--- src/rtl/hyperbus_clk_pkg.sv ---
// Shared types and defaults for the HyperBus CK/CK# generator.
package hyperbus_clk_pkg;

  localparam int unsigned DivWidthDefault = 4;

  typedef enum logic {G_IDLE, G_RUN} glob_state_e;
  typedef enum logic {CH_IDLE, CH_RUN} ch_state_e;

endpackage

--- src/rtl/hyperbus_clk_div.sv ---
// Half-period divider for the HyperBus clock: counter, phase flop, latched ratio
// and rising/falling tick decode.
module hyperbus_clk_div
  import hyperbus_clk_pkg::*;
#(
  parameter int unsigned DivWidth = DivWidthDefault
) (
  input  logic                clk_i,
  input  logic                rst_ni,
  input  logic [DivWidth-1:0] div_i,
  input  logic                run,
  input  logic                stop,
  output logic                rise_tick,
  output logic                fall_tick,
  output logic                ph_next
);

  logic [DivWidth-1:0] cnt_q;
  logic [DivWidth-1:0] div_q;
  logic                ph_q;
  logic                tick;

  always_comb begin
    tick      = run && (cnt_q == div_q);
    rise_tick = tick && !ph_q;
    fall_tick = tick && ph_q;
    ph_next   = ph_q;
    if (!run) begin
      ph_next = 1'b0;
    end else if (rise_tick) begin
      // A stopping rising tick leaves the phase low so CK never restarts with a runt.
      ph_next = !stop;
    end else if (fall_tick) begin
      ph_next = 1'b0;
    end
  end

  always_ff @(posedge clk_i or negedge rst_ni) begin
    if (!rst_ni) begin
      cnt_q <= '0;
      div_q <= '0;
      ph_q  <= 1'b0;
    end else begin
      ph_q <= ph_next;
      if (!run) begin
        cnt_q <= '0;
        div_q <= div_i;
      end else if (tick) begin
        cnt_q <= '0;
      end else begin
        cnt_q <= cnt_q + 1'b1;
      end
    end
  end

endmodule

--- src/rtl/hyperbus_clk_gen.sv ---
// Per-channel glitch-free HyperBus CK/CK# generator with rise/fall strobes.
// HYPERBUS_CLK_DIFF_EN: when defined, CK# is a registered inverse of CK; otherwise tied high.
module hyperbus_clk_gen
  import hyperbus_clk_pkg::*;
#(
  parameter int unsigned NumChannels = 2,
  parameter int unsigned DivWidth    = DivWidthDefault
) (
  input  logic                   clk_i,
  input  logic                   rst_ni,
  input  logic [DivWidth-1:0]    div_i,
  input  logic [NumChannels-1:0] en_i,
  output logic [NumChannels-1:0] ck_o,
  output logic [NumChannels-1:0] ck_no,
  output logic [NumChannels-1:0] active_o,
  output logic                   busy_o,
  output logic                   rise_o,
  output logic                   fall_o
);

  glob_state_e            g_q, g_d;
  ch_state_e              ch_q [NumChannels];
  ch_state_e              ch_d [NumChannels];
  logic [NumChannels-1:0] run_d;
  logic [NumChannels-1:0] ck_d;
  logic [NumChannels-1:0] ck_q;
  logic [NumChannels-1:0] active_q;
  logic                   busy_q;
  logic                   rise_q;
  logic                   fall_q;
  logic                   rise_tick;
  logic                   fall_tick;
  logic                   ph_next;
  logic                   stop;

  assign stop = rise_tick && (en_i == '0);

  hyperbus_clk_div #(
    .DivWidth (DivWidth)
  ) u_div (
    .clk_i     (clk_i),
    .rst_ni    (rst_ni),
    .div_i     (div_i),
    .run       (g_q == G_RUN),
    .stop      (stop),
    .rise_tick (rise_tick),
    .fall_tick (fall_tick),
    .ph_next   (ph_next)
  );

  always_comb begin
    g_d = g_q;
    if (g_q == G_IDLE) begin
      if (en_i != '0) g_d = G_RUN;
    end else if (stop) begin
      g_d = G_IDLE;
    end
    // Channels only join or leave on a rising tick, keeping pulses whole and aligned.
    for (int unsigned c = 0; c < NumChannels; c++) begin
      ch_d[c] = ch_q[c];
      if (rise_tick) ch_d[c] = en_i[c] ? CH_RUN : CH_IDLE;
      run_d[c] = (ch_d[c] == CH_RUN);
      ck_d[c]  = ph_next && run_d[c];
    end
  end

  always_ff @(posedge clk_i or negedge rst_ni) begin
    if (!rst_ni) begin
      g_q <= G_IDLE;
      for (int unsigned c = 0; c < NumChannels; c++) ch_q[c] <= CH_IDLE;
      ck_q     <= '0;
      active_q <= '0;
      busy_q   <= 1'b0;
      rise_q   <= 1'b0;
      fall_q   <= 1'b0;
    end else begin
      g_q <= g_d;
      for (int unsigned c = 0; c < NumChannels; c++) ch_q[c] <= ch_d[c];
      ck_q     <= ck_d;
      active_q <= run_d;
      busy_q   <= (g_d == G_RUN);
      rise_q   <= rise_tick && !stop;
      fall_q   <= fall_tick;
    end
  end

  assign ck_o     = ck_q;
  assign active_o = active_q;
  assign busy_o   = busy_q;
  assign rise_o   = rise_q;
  assign fall_o   = fall_q;

`ifdef HYPERBUS_CLK_DIFF_EN
  logic [NumChannels-1:0] ck_n_q;

  always_ff @(posedge clk_i or negedge rst_ni) begin
    if (!rst_ni) begin
      ck_n_q <= '1;
    end else begin
      ck_n_q <= ~ck_d;
    end
  end

  assign ck_no = ck_n_q;
`else
  assign ck_no = '1;
`endif

endmodule

--- config.mk ---
export PLATFORM = sky130hd
export DESIGN_NAME = hyperbus_clk_gen
export DESIGN_NICKNAME = d
export VERILOG_FILES = /design/src/rtl/hyperbus_clk_pkg.sv /design/src/rtl/hyperbus_clk_div.sv /design/src/rtl/hyperbus_clk_gen.sv
export SDC_FILE = /design/constraint.sdc
export NUM_CORES = 1
export LEC_CHECK = 0
export CAP_MARGIN = 40
export CORE_MARGIN = 3
export CORE_UTILIZATION = 33
export CTS_BUF_LIST = sky130_fd_sc_hd__clkbuf_8
export DETAILED_ROUTE_END_ITERATION = 8
export GPL_ROUTABILITY_DRIVEN = 0
export SLEW_MARGIN = 20
export SYNTH_ARGS = -nofsm -noshare
export SYNTH_HDL_FRONTEND = slang
export SYNTH_SLANG_ARGS = --single-unit
--- constraint.sdc ---
create_clock -name clk_i -period 2.5 [get_ports clk_i]
set_input_delay 0.375 -clock clk_i [delete_from_list [all_inputs] [get_ports clk_i]]
set_output_delay 0.375 -clock clk_i [all_outputs]
set_load 0.01 [all_outputs]
==> flow_summary_export.csv, run 1 <==
group,metric,value,unit
critical_path,required,2.12,ns
global_route,track_usage,10.0,%
power,power.total,1.17,mW
critical_path,crit_path_max_fanout,11,
critical_path,r2r-start,"u_div.div_q[1]",
global_route,grt_max_degree,17,
critical_path,worstSetupStartpointType,"register",
sta,hold_slack,0.511,ns
critical_path,critPathTopFamily,"buffers and inverters",
clocking,cts_root_buffer,"clkbuf_8",
die,core.rowCount,16,
route,wirelength,1.13,mm
logic_synthesis,yosysMostFrequentCell,"dfrtp_1",
finish,synthToLayoutAreaGrowth,29.4,%
power,powerDensity,1240,nW/um^2
global_route,grt_pass1_vias,449,
sta,grt_setup_unrepaired,"false",
logic_synthesis,synth_top_area_cell,"dfrtp_1",
power,leakage,0.415,nW
die,start_util,36.0,%
die,design.die.area,2800,um^2
clocking,cts_tree,"done",
finish,final_area,941,um^2
sta,hold_violations,0,
critical_path,path_buf_inv,1,
power,vdd_drop_max,0.593,mV
route,drt_first_pass_iters,2,
route,via_per_inst,4.64,
logic_synthesis,syn_area,727,um^2
clocking,clk_pin_slew,0.06,ns
sta,fin_tns_setup,0,ns
die,fp.dieH,52.9,um
sta,min_period,1.82,ns
logic_synthesis,yosys.area.top_type_share,55.1,%
logic_synthesis,synthCells,61,
finish,drive_above_1_share,13.0,%
logic_synthesis,async_flop_share,100,%
logic_synthesis,synthFlopType,"dfrtp_1",
place,port_buffers,14,
finish,antenna_cells,0,
route,num_vias,483,
logic_synthesis,syn_avg_cell_area,11.9,um^2
global_route,grt.overflow.total,0,
critical_path,startpoint,"busy_o",
hold_path,hold_path_startpoint,"u_div.cnt_q[0]",
sta,setup_viol,0,
critical_path,timing_worst_setup_path_type,"register to output pin",
clocking,cts_hold_buf,0,
sta,fmax,0.551,GHz
die,die_w,52.9,um
die,core,2020,um^2
clocking,cts.sinks,16,
critical_path,crit_path_top_delay_cell,"clkdlybuf4s50_1",
clocking,cts_resized,0,
finish,postLayoutCoreUtil,46.5,%
route,final_antenna_net_count,0,
logic_synthesis,synth_cell_types,25,
sta,tightest_slew,0.673,ns
route,drc,0,
global_route,antenna_found_initial,0,
route,drtIter0Drc,4,
outcome,status,"finished clean",
logic_synthesis,synth-seq-cells,16,
clocking,postCtsSetupBuffers,0,
route,post_drt_wl_per_cell,10.8,um
critical_path,critPathMaxStageDelay,0.62,ns
clocking,htreeDepth,1,
critical_path,crit_chain,"clkdlybuf4s50_1",
critical_path,crit_path_end_kind,"output pin",
sta,max_slew_margin,55.0,%
finish,nets,87,
global_route,grt_pass1_wl,1.94,mm
clocking,cts-buffers-inserted,3,
clocking,clk_latency,0.24,ns
logic_synthesis,ys_seq_area_share,55.1,%
logic_synthesis,synth_common_cells,"dfrtp_1, nor2_1, mux2_2, nand3b_1, xor2_1",
clocking,cts.path.max_buffers,2,
sta,slew_viol_final,0,
hold_path,hold_path.class,"register to register",
sta,skew,0.00376,ns
logic_synthesis,synth-edff-count,0,
die,io-pin-count,17,
place,place_area,886,um^2
place,dp_hpwl,848,um
sta,period_share,72.6,%
critical_path,arrival,1.44,ns
logic_synthesis,yosysWarnings,0,
flow_run,cap_violations,0,
logic_synthesis,synth.area.top_cells,"dfrtp_1, mux2_2, xor2_1",
cells by family after synthesis:
kind of cell / share of synthesized area (%)
other: 0.516
xor gates and xnor gates: 6.02
and+or+nand+nor: 18.6
buffers and inverters: 3.61
DFF: 55.1
muxes: 10.7
adders and majority gates: 1.72
AOI/OAI and AO/OA: 3.79
worst paths after layout:
kind	to	cells after the start	slack, ns
max	busy_o	1	0.68
min reg2reg	u_div.cnt_q[0]	1	0.51
min in group asynchronous	u_div.cnt_q[1]	1	0.54
max in group asynchronous	u_div.ph_q	1	1.53
max reg2reg	active_o[0]	4	0.76
min	u_div.cnt_q[0]	1	0.51
sequential cells by signal, summed over array words and instances (netlist names):
name / count
ck_o: 2
u_div.ph_q: 1
active_o: 2
rise_o: 1
u_div.div_q: 4
busy_o: 1
u_div.cnt_q: 4
fall_o: 1
layout by cell type (no fill, tap or decap):
master,count
a21oi_1,3
and3_1,2
clkbuf_8,4
clkdlybuf4s50_1,14
conb_1,2
dfrtp_1,16
ha_1,1
inv_1,2
mux2_1,2
mux2_2,4
mux2i_1,1
nand2_1,1
nand2b_1,1
nand3_1,1
nand3b_1,4
nand3b_2,1
nor2_1,6
nor2b_1,1
nor3_1,2
nor4_1,1
nor4_4,1
o21a_1,1
o21ai_0,1
xnor2_1,1
xor2_1,4
metrics by stage:
step	instances	worst slack, ns
global route	104	0.594
global placement	100	0.803
detailed placement	100	0.768
CTS	104	0.654
floorplan	62	0.902
finish	104	0.685
area by class of cell:
| cell class | instances | area (um^2) |
|---|---|---|
| Multi-Input combinational cell | 41 | 304 |
| Fill cell | 195 | 1080 |
| Sequential cell | 16 | 400 |
| Timing Repair Buffer | 14 | 140 |
| Inverter | 2 | 7.51 |
| Clock buffer | 4 | 55.1 |
| Tap cell | 27 | 33.8 |
metal layers:
| metal | track usage [%] | vias up | part of all wire, % |
|---|---|---|---|
| met5 | 0 | - | 0 |
| met4 | 8.94 | 0 | 2.4 |
| met3 | 2.54 | 2 | 3.9 |
| met2 | 14.0 | 11 | 45 |
| met1 | 12.5 | 232 | 48 |
| li1 | - | 238 | - |
power breakdown:
group	internal, mW	leakage [nW]	switching, mW
logic	0.248	0.192	0.223
registers	0.373	0.194	0.0989
clock network	0.139	0.0288	0.0822
(Power assumes the default switching activity.)
==> run 2, diff against run 1 <==
Clock period 2.5 ns to 1.7 ns, I/O delays scaled along.
==> run 2 against run 1 <==
  * Critical endpoint is now active_o[0]
  * Sequential power up 45%
  * Die area is the same
  * Worst hold slack lost 0.19 ns
  * Highest routed layer unchanged
  * Global-route usage rose by 0.30 points
  * Count of clock-buffer cells in the layout unchanged
==> flow_summary_export.csv, run 2 (synthesized netlist as in run 1, its figures left out) <==
group,metric,value,unit
power,vdd_drop_max,0.813,mV
finish,final-seq-area,400,um^2
critical_path,startpoint,"u_div.cnt_q[1]",
clocking,cts.sinks,16,
route,drtIter0Drc,6,
die,io-pin-count,17,
sta,period_share,87.3,%
global_route,grt_pass1_vias,490,
clocking,cts-buffers-inserted,3,
critical_path,required,1.82,ns
global_route,antenna_found_initial,0,
global_route,grt_max_degree,17,
critical_path,critPathMaxStageDelay,0.41,ns
global_route,gr-usage-met3,1.69,%
outcome,status,"finished clean",
clocking,cts_root_buffer,"clkbuf_8",
die,die_w,52.9,um
die,core.rowCount,16,
finish,synthToLayoutAreaGrowth,32.5,%
clocking,postCtsSetupBuffers,0,
sta,skew,0.000904,ns
global_route,grt_busiest_layer,"met2",
global_route,track_usage,10.3,%
clocking,cts_hold_buf,0,
critical_path,crit_path_max_fanout,3,
route,final_antenna_net_count,0,
critical_path,timing_worst_setup_path_type,"register to register",
sta,fin_tns_setup,0,ns
finish,top_regs,"u_div.cnt_q: 4 flops, u_div.div_q: 4 flops",
sta,min_period,1.48,ns
global_route,grtUsageMet2,16.9,%
finish,fill_cells,189,
finish,final_common_cell,"dfrtp_1",
finish,antenna_cells,0,
die,core,2020,um^2
clocking,cts_tree,"done",
hold_path,hold_path.class,"input pin to async pin",
die,start_util,36.0,%
flow_run,cap_violations,0,
finish,layout_common_cells,"dfrtp_1, clkdlybuf4s50_1, nor2_1",
clocking,htreeDepth,1,
finish,drive_above_1_share,16.3,%
route,drc,0,
critical_path,worstSetupStartpointType,"register",
die,fp.dieH,52.9,um
clocking,cts_resized,0,
clocking,clk_pin_slew,0.06,ns
finish,multi_input_area,304,um^2
sta,setup_viol,0,
route,via_per_inst,4.50,
sta,slew_viol_final,0,
global_route,grtUsageMet1,12.5,%
sta,hold_slack,0.322,ns
route,drt_first_pass_iters,2,
critical_path,crit_path_top_delay_cell,"dfrtp_1",
global_route,grt.overflow.total,0,
clocking,cts.path.max_buffers,2,
clocking,clk_latency,0.24,ns
power,leakage,0.429,nW
critical_path,arrival,1.61,ns
critical_path,crit_chain,"xor2_1 -> nor4_4 -> nand3b_2 -> mux2_1",
critical_path,crit_path_end_kind,"register",
place,port_buffers,14,
route,post_drt_wl_per_cell,11.1,um
finish,nets,90,
route,wirelength,1.19,mm
critical_path,r2r-start,"u_div.cnt_q[1]",
sta,hold_violations,0,
global_route,grt_pass1_wl,2.08,mm
sta,fmax,0.674,GHz
place,dp_hpwl,909,um
sta,grt_setup_unrepaired,"false",
route,num_vias,482,
die,design.die.area,2800,um^2
power,powerDensity,1800,nW/um^2
run 2: cell count changes in the layout (fill, tap and decap cells not counted), sizes merged:
| cell | previous run | this run |
|---|---|---|
| buf | 0 | 3 |
run 2: cell type report:
| class | instances | area share [%] |
|---|---|---|
| clock buffer | 4 | 5.71 |
| inverter | 2 | 0.779 |
| multi-input combinational | 41 | 31.6 |
| sequential | 16 | 41.6 |
| tap | 27 | 3.51 |
| timing repair buffer | 17 | 16.9 |
run 2: metal layers:
| metal | share of wire [%] | routed length, um | up-vias |
|---|---|---|---|
| met1 | 45 | 536 | 231 |
| met3 | 2.3 | 27 | 2 |
| met5 | 0 | 0 | - |
| met4 | 2.3 | 27 | 0 |
| met2 | 50 | 602 | 9 |
| li1 | - | - | 240 |
run 2: where the power goes:
| part | total, mW | internal [mW] | switching (mW) |
|---|---|---|---|
| registers | 0.685 | 0.549 | 0.136 |
| clock network | 0.326 | 0.205 | 0.121 |
| logic | 0.726 | 0.384 | 0.341 |
| total | 1.74 | 1.14 | 0.598 |
run 2: stage by stage:
step / instance area [um^2] / power (mW) / setup slack (ns) / util (%) / cells
floorplan: 731 / 1.18 / 0.102 / - / 62
global placement: 908 / 1.41 / 0.238 / 44.9 / 103
detailed placement: 908 / 1.43 / 0.203 / 44.9 / 103
CTS: 963 / 1.76 / 0.195 / 47.6 / 107
global route: 963 / 1.87 / 0.111 / 47.6 / 107
finish: 963 / 1.74 / 0.217 / 47.6 / 107
run 2: path summary, 6_finish.rpt:
path	to	slack [ns]	depth (start not counted)
max	active_o[0]	0.22	4
min	u_div.cnt_q[2]	0.32	2
max reg2reg	active_o[0]	0.22	4
min reg2reg	u_div.cnt_q[0]	0.50	1
max in group asynchronous	ck_o[0]	1.20	2
min in group clk_i	u_div.cnt_q[0]	0.50	1
run 2: worst max-delay path, delay by kind of cell, from the launching register on:
| family | cells | cell delay, ns |
|---|---|---|
| AND/OR/NAND/NOR | 2 | 0.45 |
| XOR/XNOR | 1 | 0.19 |
| flip-flops | 1 | 0.41 |
| multiplexers | 1 | 0.32 |
==> run 3, diff against run 2 <==
Settings changed: GPL_ROUTABILITY_DRIVEN 0 to 1.
==> results of run 3 <==
Final layout, timing and power as in run 2 (identical DEF).
